**src/rtl/hack_alu.sv**
```systemverilog
// Hack-style 16-bit ALU: operand preset (zero/invert), add or AND, optional
// output inversion, with the result and its zero/negative flags registered.
module hack_alu #(
  parameter int DATA_W = 16
) (
  input  logic                     clk,
  input  logic                     reset,
  input  logic signed [DATA_W-1:0] x,
  input  logic signed [DATA_W-1:0] y,
  input  logic                     zx,
  input  logic                     nx,
  input  logic                     zy,
  input  logic                     ny,
  input  logic                     f,
  input  logic                     no,
  output logic signed [DATA_W-1:0] out,
  output logic                     zr,
  output logic                     ng
);

  // Zeroing is applied before inversion, so zero+invert yields all ones.
  function automatic logic signed [DATA_W-1:0] preset(
    input logic signed [DATA_W-1:0] v,
    input logic                     zero,
    input logic                     inv
  );
    logic signed [DATA_W-1:0] t;
    t = zero ? '0 : v;
    return inv ? ~t : t;
  endfunction

  function automatic logic signed [DATA_W-1:0] compute(
    input logic signed [DATA_W-1:0] a,
    input logic signed [DATA_W-1:0] b,
    input logic                     sel_add,
    input logic                     inv_out
  );
    logic signed [DATA_W-1:0] r;
    r = sel_add ? (a + b) : (a & b);
    return inv_out ? ~r : r;
  endfunction

  logic signed [DATA_W-1:0] xx_p0;
  logic signed [DATA_W-1:0] yy_p0;
  logic signed [DATA_W-1:0] res_p0;

  logic signed [DATA_W-1:0] out_p1_d, out_p1_q;
  logic                     zr_p1_d,  zr_p1_q;
  logic                     ng_p1_d,  ng_p1_q;

  // Stage p0: combinational preset and function, flags taken from the final result
  always_comb begin
    xx_p0  = preset(x, zx, nx);
    yy_p0  = preset(y, zy, ny);
    res_p0 = compute(xx_p0, yy_p0, f, no);
    if (reset) begin
      out_p1_d = '0;
      zr_p1_d  = 1'b1;
      ng_p1_d  = 1'b0;
    end else begin
      out_p1_d = res_p0;
      zr_p1_d  = (res_p0 == '0);
      ng_p1_d  = res_p0[DATA_W-1];
    end
  end

  // Stage p1: output registers
  always_ff @(posedge clk) begin
    out_p1_q <= out_p1_d;
    zr_p1_q  <= zr_p1_d;
    ng_p1_q  <= ng_p1_d;
  end

  assign out = out_p1_q;
  assign zr  = zr_p1_q;
  assign ng  = ng_p1_q;

endmodule

```
**config.mk**
```make
export PLATFORM = sky130hd
export DESIGN_NAME = hack_alu
export DESIGN_NICKNAME = d
export VERILOG_FILES = /design/src/rtl/hack_alu.sv
export SDC_FILE = /design/constraint.sdc
export NUM_CORES = 1
export LEC_CHECK = 0
export BUFFER_PORTS_ARGS = -buffer_cell sky130_fd_sc_hd__buf_2
export CAP_MARGIN = 40
export CORE_UTILIZATION = 50
export CTS_CLUSTER_SIZE = 40
export DETAILED_ROUTE_END_ITERATION = 8
export PLACE_DENSITY = 0.77
export SLEW_MARGIN = 20
export SYNTH_ARGS = -nofsm -noshare
export SYNTH_HDL_FRONTEND = slang
export SYNTH_SLANG_ARGS = --single-unit
```
**constraint.sdc**
```tcl
create_clock -name clk -period 6.95 [get_ports clk]
set_input_delay 0.3475 -clock clk [delete_from_list [all_inputs] [get_ports clk]]
set_output_delay 0.3475 -clock clk [all_outputs]
set_load 0.01 [all_outputs]
```
==> results.py <==
metrics = {
    "run_status": {
        "status": "complete, no violations",
    },
    "setup_path": {
        "startpoint_type": "primary input",
        "cp_max_fo": 16,
        "worst-endpoint-arrival_ns": 3.21,
        "crit_required_ns": 7.09,
        "critPathMaxStageDelay_ns": 0.45,
        "cpMostUsedCell": "xnor2_1",
        "cp-end-kind": "flop",
        "path_class": "primary input to flop",
        "critical_path.cell_chain": "buf_2 > xnor2_1 > ha_1 > fa_1 > a211oi_2 > o21ai_1 > a2111o_1 > a31oi_2 > xnor2_1 > mux2_4 > mux2i_1 > a41o_1",
        "cp_slowest_cell": "fa_1",
    },
    "global_routing": {
        "first_global_vias": 1639,
        "grt-ovfl-total": 0,
        "grt_pass1_wl_microns": 7190,
        "grt_max_degree": 29,
        "grt_antenna_before_repair": 0,
        "grt_usage_pct": 19.7,
    },
    "clock_network": {
        "cts_sinks": 17,
        "tritoncts": "yes",
        "cts_repair_resize_count": 0,
        "clkTransAtPathRegs_ns": 0.06,
        "hold_buffers": 0,
        "htree_levels": 1,
        "cts-root-buf": "clkbuf_8",
        "post_cts_buffers": 0,
        "cts_buffer_depth": 2,
        "numCtsBuffers": 3,
    },
    "timing": {
        "slew_violations": 0,
        "setup_tns_ns": 0,
        "rsz0062_at_grt": "false",
        "hold_viol_final": 0,
        "period_needed_ns": 3.07,
        "slew_headroom_pct": 63.7,
        "worst_slew_pin_slew_ns": 0.544,
        "fin_hold_ws_ns": 0.453,
        "finalSetupViolations": 0,
        "finalCritPeriodShare_pct": 44.2,
        "fmax_ghz": 0.325,
    },
    "worst_hold_path": {
        "hp-start": "reset",
        "hold-path-cell-count": 2,
        "hold_path_end": "out[13]",
        "hold_path_class": "primary input to flop",
    },
    "drt": {
        "drtIter0Drc": 31,
        "route.detailed.drc": 0,
        "routed_wl_microns": 4250,
        "wl_met2_microns": 1940,
        "dr_wl_met3_microns": 133,
        "drt_first_pass_iters": 4,
        "wl_met1_microns": 2150,
        "routedWlPerCell_microns": 11.6,
        "ant_nets": 0,
        "top_layer_used": "met4",
        "routed_via_density": 5.31,
        "vias": 1945,
    },
    "synthesis": {
        "synth-edff-count": 0,
        "synth-async-reset-ratio_pct": 0,
        "ys_warn_count": 0,
        "ys_types": 51,
        "ys_seq_area_share_pct": 15.8,
        "netlist_area_sq_mm": 0.00215,
        "synth_top_area_cell": "xnor2_1",
        "yosysMostFrequentCell": "xnor2_1",
        "yosys-top-cells-area": "xnor2_1 (22%), dfxtp_1 (16%), nand2b_1 (9.6%)",
        "syn_nets": 326,
        "synth_top_area_share_pct": 22.0,
        "synth_ff_type": "dfxtp_1",
        "synth.avg_cell_area_sq_um": 7.99,
        "synth-seq-cells": 17,
        "synth_common_cells": "xnor2_1 (54), nand2b_1 (33), nor2_1 (24)",
        "netlist_instances": 269,
    },
    "finish": {
        "nNetsFinal": 374,
        "fillCellCount": 377,
        "syn_to_final_growth_pct": 15.7,
        "diodes": 0,
        "drive_gt1_share_pct": 21.5,
    },
    "die": {
        "die_w_microns": 67.6,
        "rows": 23,
        "core-area_sq_mm": 0.00406,
        "initial_core_util_pct": 53.0,
        "dieArea_sq_mm": 0.00457,
        "ios": 58,
        "fp.dieH_microns": 67.6,
    },
    "placed_design": {
        "port_buffers": 57,
        "routabilityCongestion": 0.865,
        "dp_hpwl_microns": 3630,
    },
    "pwr": {
        "p_leak_uw": 0.00109,
        "peakVddDrop_mv": 0.0648,
        "power_density_mw_per_mm2": 196,
    },
    "job": {
        "cap_violations": 0,
    },
}
-- worst max-delay path, delay by kind of cell --
family	cells	cell delay (ns)
adder cells (fa/ha/maj)	2	0.75
multiplexers	2	0.39
AO/OA/AOI/OAI	5	1.15
buffers and inverters	1	0.36
XOR/XNOR	2	0.21
-- sequential cells by signal (all words and copies together) (netlist names) --
register,count
zr,1
out,16
-- worst max path at each step --
stage,start,endpoint,slack (ns)
3_5_place_dp,nx,zr,3.60
5_1_grt,nx,zr,3.64
4_1_cts,nx,zr,3.86
3_3_place_gp,nx,zr,3.65
6_report,nx,zr,3.88
2_1_floorplan,ny,zr,3.52
-- placed cells by master (no fill, tap or decap), types with 3 or more instances in the layout --
cell      netlist  routed
nand2b_1       33      33
and4_1          3       3
a21o_1          5       5
nor3_1          3       3
nand2_1        13      13
clkbuf_8        0       3
xnor2_1        54      54
o21ai_0         3       3
inv_1           7       7
nor2_1         24      24
ha_1           16      16
buf_2           0      57
a211oi_1        6       6
dfxtp_1        17      17
mux2i_1         9       9
a21oi_1        13      13
nor2b_1         3       3
and3_1          4       4
o21ai_1         3       3
-- cell type report --
class | count | area [sq um] | share of cell area, %
clock buffers | 4 | 45.0 | 1.81
inverters | 7 | 26.3 | 1.06
multi-input cells | 231 | 1730 | 69.5
flip-flops and latches | 17 | 340 | 13.7
well taps | 50 | 62.6 | 2.52
repair buffers | 57 | 285 | 11.5
-- cell families after synthesis --
family / count (synthesis) / share of synthesized area (%)
fa+ha+maj: 17 / 10.2
mux: 11 / 5.41
xor+xnor: 54 / 22.0
simple gates: 95 / 23.7
buf+inv: 21 / 3.84
compound gates: 54 / 18.9
flops: 17 / 15.8
-- through the flow --
step	util [%]	setup WS, ns	cells	power, uW	cell area (sq um)
finish	61.3	3.88	366	487	2490
global route	61.3	3.64	366	533	2490
CTS	61.3	3.86	366	488	2490
detailed placement	60.2	3.60	362	420	2440
global placement	60.2	3.65	362	415	2440
floorplan	-	3.52	269	356	2150
-- where the power goes --
group / leakage [uW] / switching, uW / internal, uW
clock: 0.0000228 / 27.9 / 40.5
sequential: 0.000142 / 3.31 / 115
combinational: 0.000924 / 161 / 140
total: 0.00109 / 192 / 295
-- per-layer routing --
layer	global-route usage (%)	vias to the layer above
li1	-	1032
met1	27.2	866
met2	33.3	45
met3	1.18	2
met4	3.99	0
met5	0	-
No activity file was read; power rests on OpenSTA's default activity.
